## config.mk

```make
export PLATFORM = sky130hd
export DESIGN_NAME = fpu_mul_iter
export DESIGN_NICKNAME = d
export VERILOG_FILES = /design/src/rtl/fpu_mul_iter.sv
export SDC_FILE = /design/constraint.sdc
export NUM_CORES = 2
export LEC_CHECK = 0
export BUFFER_PORTS_ARGS = -buffer_cell sky130_fd_sc_hd__buf_2
export CAP_MARGIN = 20
export CORE_ASPECT_RATIO = 1.25
export CORE_MARGIN = 4
export CORE_UTILIZATION = 63
export DETAILED_ROUTE_END_ITERATION = 12
export PLACE_DENSITY = 0.83
export SYNTH_ARGS = -nofsm -noshare
export SYNTH_HDL_FRONTEND = slang
export SYNTH_SLANG_ARGS = --single-unit
```

## constraint.sdc

```tcl
create_clock -name clk -period 16.8 [get_ports clk]
set_input_delay 1.68 -clock clk [delete_from_list [all_inputs] [get_ports clk]]
set_output_delay 1.68 -clock clk [all_outputs]
set_load 0.01 [all_outputs]
```

## src/rtl/fpu_mul_iter.sv

```systemverilog
// fpu_mul_iter: iterative floating-point multiplier, RADIX multiplier bits per cycle,
// DAZ/FTZ, five rounding modes, valid/ready handshake with one operation in flight.
module fpu_mul_iter #(
   parameter int EXP_W = 11,
   parameter int MAN_W = 52,
   parameter int RADIX = 4,
   localparam int W = 1 + EXP_W + MAN_W
) (
   input  logic         clk,
   input  logic         rst,
   input  logic         in_vld,
   output logic         in_rdy,
   input  logic [W-1:0] A,
   input  logic [W-1:0] B,
   input  logic [2:0]   rmode,
   output logic         out_vld,
   input  logic         out_rdy,
   output logic [W-1:0] res,
   output logic [4:0]   raise
);
   localparam int M = MAN_W + 1;
   localparam int ITER = (M + RADIX - 1) / RADIX;
   localparam int CW = $clog2(ITER + 1);
   localparam int EW = EXP_W + 2;
   localparam int BIAS = (1 << (EXP_W - 1)) - 1;
   localparam logic [EXP_W-1:0] EMAX = '1;
   localparam logic [EXP_W-1:0] EFIN = EMAX - 1'b1;
   localparam logic [W-1:0] QNAN = {1'b0, EMAX, 1'b1, {(MAN_W-1){1'b0}}};

   typedef enum logic [1:0] {IDLE, MUL, NORM, DONE} state_t;

   state_t              state_q;
   logic [2*M-1:0]      acc_q, ma_q;
   logic [ITER*RADIX-1:0] mb_q;
   logic [EW-1:0]       exp_q;
   logic [CW-1:0]       cnt_q;
   logic                sgn_q, daz_q, out_vld_q;
   logic [2:0]          rm_q;
   logic [W-1:0]        res_q;
   logic [4:0]          raise_q;

   logic                sa, sb, za, zb, ia, ib, na, nb, inv, special, daz;
   logic [EXP_W-1:0]    ea, eb;
   logic [MAN_W-1:0]    fa, fb;
   logic [W-1:0]        sp_res;

   assign {sa, ea, fa} = A;
   assign {sb, eb, fb} = B;
   assign za = ea == '0;
   assign zb = eb == '0;
   assign ia = ea == EMAX && fa == '0;
   assign ib = eb == EMAX && fb == '0;
   assign na = ea == EMAX && fa != '0;
   assign nb = eb == EMAX && fb != '0;
   assign daz = (za && fa != '0) || (zb && fb != '0);
   assign inv = (na && !fa[MAN_W-1]) || (nb && !fb[MAN_W-1]) || (ia && zb) || (ib && za);
   assign special = za || zb || ia || ib || na || nb;
   assign sp_res = (inv || na || nb) ? QNAN :
                   (ia || ib) ? {sa ^ sb, EMAX, {MAN_W{1'b0}}} : {sa ^ sb, {(W-1){1'b0}}};

   // Product lies in [1,4): pick the M-bit window, then guard and sticky below it.
   logic                hi, g, st, inc, ovf, unf, to_inf;
   logic [M-1:0]        man;
   logic [M:0]          man_r;
   logic [EW-1:0]       exp_f;
   logic [W-1:0]        n_res;

   assign hi = acc_q[2*M-1];
   assign man = hi ? acc_q[2*M-1 -: M] : acc_q[2*M-2 -: M];
   assign g = hi ? acc_q[M-1] : acc_q[M-2];
   assign st = hi ? |acc_q[M-2:0] : |acc_q[M-3:0];
   assign inc = rm_q == 3'd0 ? 1'b0 :
                rm_q == 3'd1 ? g :
                rm_q == 3'd3 ? ~sgn_q & (g | st) :
                rm_q == 3'd4 ? sgn_q & (g | st) : g & (st | man[0]);
   assign man_r = {1'b0, man} + (M+1)'(inc);
   assign exp_f = exp_q + EW'(hi) + EW'(man_r[M]);
   assign ovf = $signed(exp_f) >= $signed({2'b00, EMAX});
   assign unf = $signed(exp_f) <= $signed(EW'(0));
   assign to_inf = rm_q == 3'd0 ? 1'b0 : rm_q == 3'd3 ? ~sgn_q : rm_q == 3'd4 ? sgn_q : 1'b1;
   assign n_res = ovf ? (to_inf ? {sgn_q, EMAX, {MAN_W{1'b0}}} : {sgn_q, EFIN, {MAN_W{1'b1}}}) :
                  unf ? {sgn_q, {(W-1){1'b0}}} : {sgn_q, exp_f[EXP_W-1:0], man_r[M-2:0]};

   always_ff @(posedge clk) begin
      if (rst) begin
         state_q   <= IDLE;
         out_vld_q <= 1'b0;
         res_q     <= '0;
         raise_q   <= '0;
         cnt_q     <= '0;
      end else begin
         case (state_q)
            IDLE: if (in_vld) begin
               sgn_q <= sa ^ sb;
               rm_q  <= rmode;
               daz_q <= daz;
               acc_q <= '0;
               cnt_q <= '0;
               ma_q  <= (2*M)'({1'b1, fa});
               mb_q  <= (ITER*RADIX)'({1'b1, fb});
               exp_q <= EW'(ea) + EW'(eb) - EW'(BIAS);
               if (special) begin
                  res_q     <= sp_res;
                  raise_q   <= {daz, 3'b000, inv};
                  out_vld_q <= 1'b1;
                  state_q   <= DONE;
               end else state_q <= MUL;
            end
            MUL: begin
               acc_q <= acc_q + ma_q * (2*M)'(mb_q[RADIX-1:0]);
               ma_q  <= ma_q << RADIX;
               mb_q  <= mb_q >> RADIX;
               if (cnt_q == CW'(ITER - 1)) state_q <= NORM;
               else cnt_q <= cnt_q + 1'b1;
            end
            NORM: begin
               res_q     <= n_res;
               raise_q   <= {daz_q, g | st | ovf | unf, unf, ovf, 1'b0};
               out_vld_q <= 1'b1;
               state_q   <= DONE;
            end
            DONE: if (out_rdy) begin
               out_vld_q <= 1'b0;
               state_q   <= IDLE;
            end
            default: state_q <= IDLE;
         endcase
      end
   end

   assign in_rdy = state_q == IDLE;
   assign out_vld = out_vld_q;
   assign res = res_q;
   assign raise = raise_q;
endmodule

```

==> results.rst <==
.. list-table::
   :header-rows: 1

   * - Metric
     - Value
   * - Fraction of registers with async set/reset
     - 0
   * - Critical Path Fanout Max
     - 50
   * - Skew final
     - 0.02580 ns
   * - Worst reg-to-reg path cell count
     - 31
   * - Placed instance count
     - 4330
   * - Clock latency at the later pin of the worst-skew pair
     - 0.59 ns
   * - Starting density of the core
     - 0.6346
   * - CTS sink cnt
     - 359
   * - Area of the core region
     - 0.05257 mm2
   * - Outcome
     - finished clean
   * - Half-perimeter wire length of the detailed placement result
     - 68580 um
   * - Adder-cell area share of the yosys netlist
     - 0.2382
   * - Final worst-path cycle share
     - 0.4972
   * - Fraction of post-synthesis cell area in the top cell type by area
     - 0.2547
   * - Worst setup path endpoint
     - res[50]
   * - Total number of yosys warnings
     - 0
   * - Post-synthesis share of cell area spent on xor and xnor gates
     - 0.04883
   * - Worst Hold Depth
     - 2
   * - Synth area leaders
     - sky130_fd_sc_hd__edfxtp_1, sky130_fd_sc_hd__fa_1, sky130_fd_sc_hd__nand2_1, sky130_fd_sc_hd__ha_1, sky130_fd_sc_hd__dfxtp_1
   * - Ys flop type
     - sky130_fd_sc_hd__edfxtp_1
   * - # diodes
     - 0
   * - Setup TNS
     - 0 ns
   * - Post-route DRC violation count
     - 0
   * - Multiplexer share of the synthesized area
     - 0.04703
   * - Dominant cell by count in the synthesized netlist
     - sky130_fd_sc_hd__nand2_1
   * - Endpoint required time on the critical path
     - 17.28 ns
   * - Post-cts gate resize count
     - 0
   * - Area share of and/or/nand/nor cells after synthesis
     - 0.1891
   * - Global router's overall resource usage
     - 0.3143
   * - Transition time at the pin with the least slew margin
     - 1.150 ns
   * - Fmax
     - 119.7 MHz
   * - Library cells used by synthesis
     - 80
   * - Hold-fix buffer count after cts
     - 0
   * - First-pass iteration count of the detailed router
     - 9
   * - Initial antenna violation count
     - 1
   * - Standard cell with the maximum stage delay on the critical path
     - sky130_fd_sc_hd__o41ai_1
   * - Cell area after synthesis
     - 0.03336 mm2
   * - Fraction of final layout cells with drive strength greater than 1
     - 0.1149
   * - Worst R2R Setup Slack
     - 8.45 ns
   * - Number of buffers created by CTS
     - 42
   * - Final Hold Violating Endpoints
     - 0
   * - Critical path data arrival time
     - 8.83 ns
   * - Fill count
     - 4214
   * - Number of levels in the clock H-tree
     - 2
   * - Die width
     - 213.8 um
   * - Final wirelength
     - 89350 um
   * - Leading cell types by count after synthesis
     - sky130_fd_sc_hd__nand2_1, sky130_fd_sc_hd__fa_1, sky130_fd_sc_hd__inv_1
   * - Setup bufs post-CTS
     - 0
   * - Via/cell ratio
     - 6.175
   * - Most common cell type on the critical path
     - sky130_fd_sc_hd__nand2_1
   * - Port Buffer Count
     - 205
   * - Count of standard-cell rows
     - 94
   * - Reg-to-reg startpoint
     - acc_q[105]
   * - Pins Over Slew Limit
     - 0
   * - Category of the most critical setup path
     - register to register
   * - CTS Root Cell
     - sky130_fd_sc_hd__clkbuf_16
   * - Number of DRC markers in iteration 0
     - 2431
   * - Total number of vias
     - 27210
   * - Gr ovfl total
     - 0
   * - Critical Path End Type
     - register
   * - Most area-hungry cell type in the Yosys netlist
     - sky130_fd_sc_hd__edfxtp_1
   * - Count of maximum capacitance violations
     - 0
   * - Area growth syn-to-layout
     - 8.308%
   * - Crit. Startpoint
     - acc_q[105]
   * - Buffer levels on the longest clock path
     - 3
   * - Count of non-filler cells in the finished layout
     - 4406
   * - Startpoint type of the worst setup path
     - register
   * - Main combinational cell family by area after synthesis
     - adder cells
   * - Gate count of the mapped netlist
     - 3601
   * - Worst-path clk slew
     - 0.07 ns
   * - Gpl congestion
     - 0.9705
   * - CP max stage delay
     - 0.69 ns
   * - Number of register bits inferred by synthesis
     - 359
   * - Minimum clock period after layout
     - 8.352 ns
   * - Top-level port count
     - 206
   * - Post-detailed-route wirelength per cell
     - 20.28 um
   * - Worst min path class
     - register to register
   * - Net count after synthesis
     - 4185
   * - Fraction of the mapped netlist area in compound gates
     - 0.1233
   * - Unrepaired setup endpoints after global routing
     - false
   * - Average footprint of a synthesized cell
     - 9.264 um2
   * - Worst hold margin
     - 0.4473 ns
   * - Antenna-violating nets left
     - 0
   * - Number of nets at the end of the flow
     - 4286
   * - FF-to-FF End
     - res[50]
   * - Final core utilization
     - 0.6873
   * - Maximum number of pins on one net before global-route repair
     - 79
   * - Vias in the first global route
     - 27440
   * - Die Span Y
     - 265.3 um
   * - Final setup vio count
     - 0
   * - Wire length of the first global-routing pass
     - 143800 um
   * - Clock tree from TritonCTS
     - yes
   * - Area of the die
     - 0.05672 mm2
   * - Number of enable-type register cells in the synthesized netlist
     - 283
   * - Relative max-transition margin
     - 0.2134
   * - Sequential share of the synthesized area
     - 0.3003
## logic make-up after synthesis
group	after synthesis
adder cells (fa/ha/maj)	449
AO/OA/AOI/OAI	658
flip-flops	359
AND/OR/NAND/NOR	1340
multiplexers	144
XOR/XNOR	186
buffers and inverters	465
## layout make-up
cell class	count	area [um2]	share of cell area
Clock buffer	56	1134	0.03137
Clock inverter	20	193.9	0.005367
Inverter	286	1074	0.02971
Multi-Input combinational cell	2777	21610	0.5981
Sequential cell	359	10020	0.2773
Tap cell	672	840.8	0.02327
Timing Repair Buffer	236	1259	0.03484
## flip-flops by register name (all words and copies together) (netlist names)
| signal | flops |
|---|---|
| raise | 5 |
| out_vld | 1 |
| exp_q | 13 |
| res | 64 |
| state_q | 2 |
| ma_q | 106 |
| acc_q | 106 |
| sgn_q | 1 |
| cnt_q | 4 |
| daz_q | 1 |
| rm_q | 3 |
| mb_q | 53 |
## routing by layer
layer / GRT usage / vias to the layer above / share of wire
met2: 0.5291 / 1148 / 0.49
li1: - / 12570 / -
met3: 0.04636 / 264 / 0.070
met1: 0.4110 / 13220 / 0.40
met5: 0 / - / 0
met4: 0.1249 / 0 / 0.045
## cell usage in the layout, fill, tap and decap left out, types with 12 or more instances in the layout
cell	n
sky130_fd_sc_hd__a21oi_1	223
sky130_fd_sc_hd__and3_1	21
sky130_fd_sc_hd__nor3_1	53
sky130_fd_sc_hd__mux2_2	101
sky130_fd_sc_hd__a221o_1	12
sky130_fd_sc_hd__a22oi_1	32
sky130_fd_sc_hd__nor2_1	272
sky130_fd_sc_hd__a211oi_1	15
sky130_fd_sc_hd__xor2_1	73
sky130_fd_sc_hd__inv_1	284
sky130_fd_sc_hd__o21a_1	20
sky130_fd_sc_hd__clkbuf_16	42
sky130_fd_sc_hd__nor2b_1	22
sky130_fd_sc_hd__xnor2_1	113
sky130_fd_sc_hd__a31oi_1	22
sky130_fd_sc_hd__buf_2	205
sky130_fd_sc_hd__edfxtp_1	283
sky130_fd_sc_hd__a21boi_0	13
sky130_fd_sc_hd__nand4_1	70
sky130_fd_sc_hd__mux2i_1	42
sky130_fd_sc_hd__ha_1	138
sky130_fd_sc_hd__nand3_1	53
sky130_fd_sc_hd__o21ai_0	145
sky130_fd_sc_hd__dfxtp_1	76
sky130_fd_sc_hd__o21bai_1	34
sky130_fd_sc_hd__nand2_1	532
sky130_fd_sc_hd__nor4_1	60
sky130_fd_sc_hd__buf_4	31
sky130_fd_sc_hd__and2_1	181
sky130_fd_sc_hd__a21o_1	47
sky130_fd_sc_hd__nand2b_1	27
sky130_fd_sc_hd__fa_1	310
## how the worst min path moves through the flow
| stage | from | end |
|---|---|---|
| after floorplan | res[51] | res[51] |
| after CTS | res[57] | res[57] |
| after global placement | res[51] | res[51] |
| final | res[57] | res[57] |
| after detailed placement | res[57] | res[57] |
| after global routing | res[57] | res[57] |
## metrics by stage
step,setup WS [ns],cell area [um2]
after floorplan,2.822,33360
after global placement,8.810,34800
after detailed placement,8.586,34800
after CTS,8.554,36130
after global routing,7.956,36130
final,8.448,36130
## critical path: cells and delay by family, from the launching register on
| family | cells | cell delay, ns |
|---|---|---|
| AOI/OAI and AO/OA | 9 | 2.83 |
| xor gates and xnor gates | 1 | 0.17 |
| and+or+nand+nor | 15 | 3.42 |
| DFF | 1 | 0.33 |
| adders and majority gates | 3 | 0.85 |
| buffers and inverters | 3 | 0.63 |
Power is not shown: default switching activity piles up to over one toggle a cycle in this logic, so the estimate is an artifact.
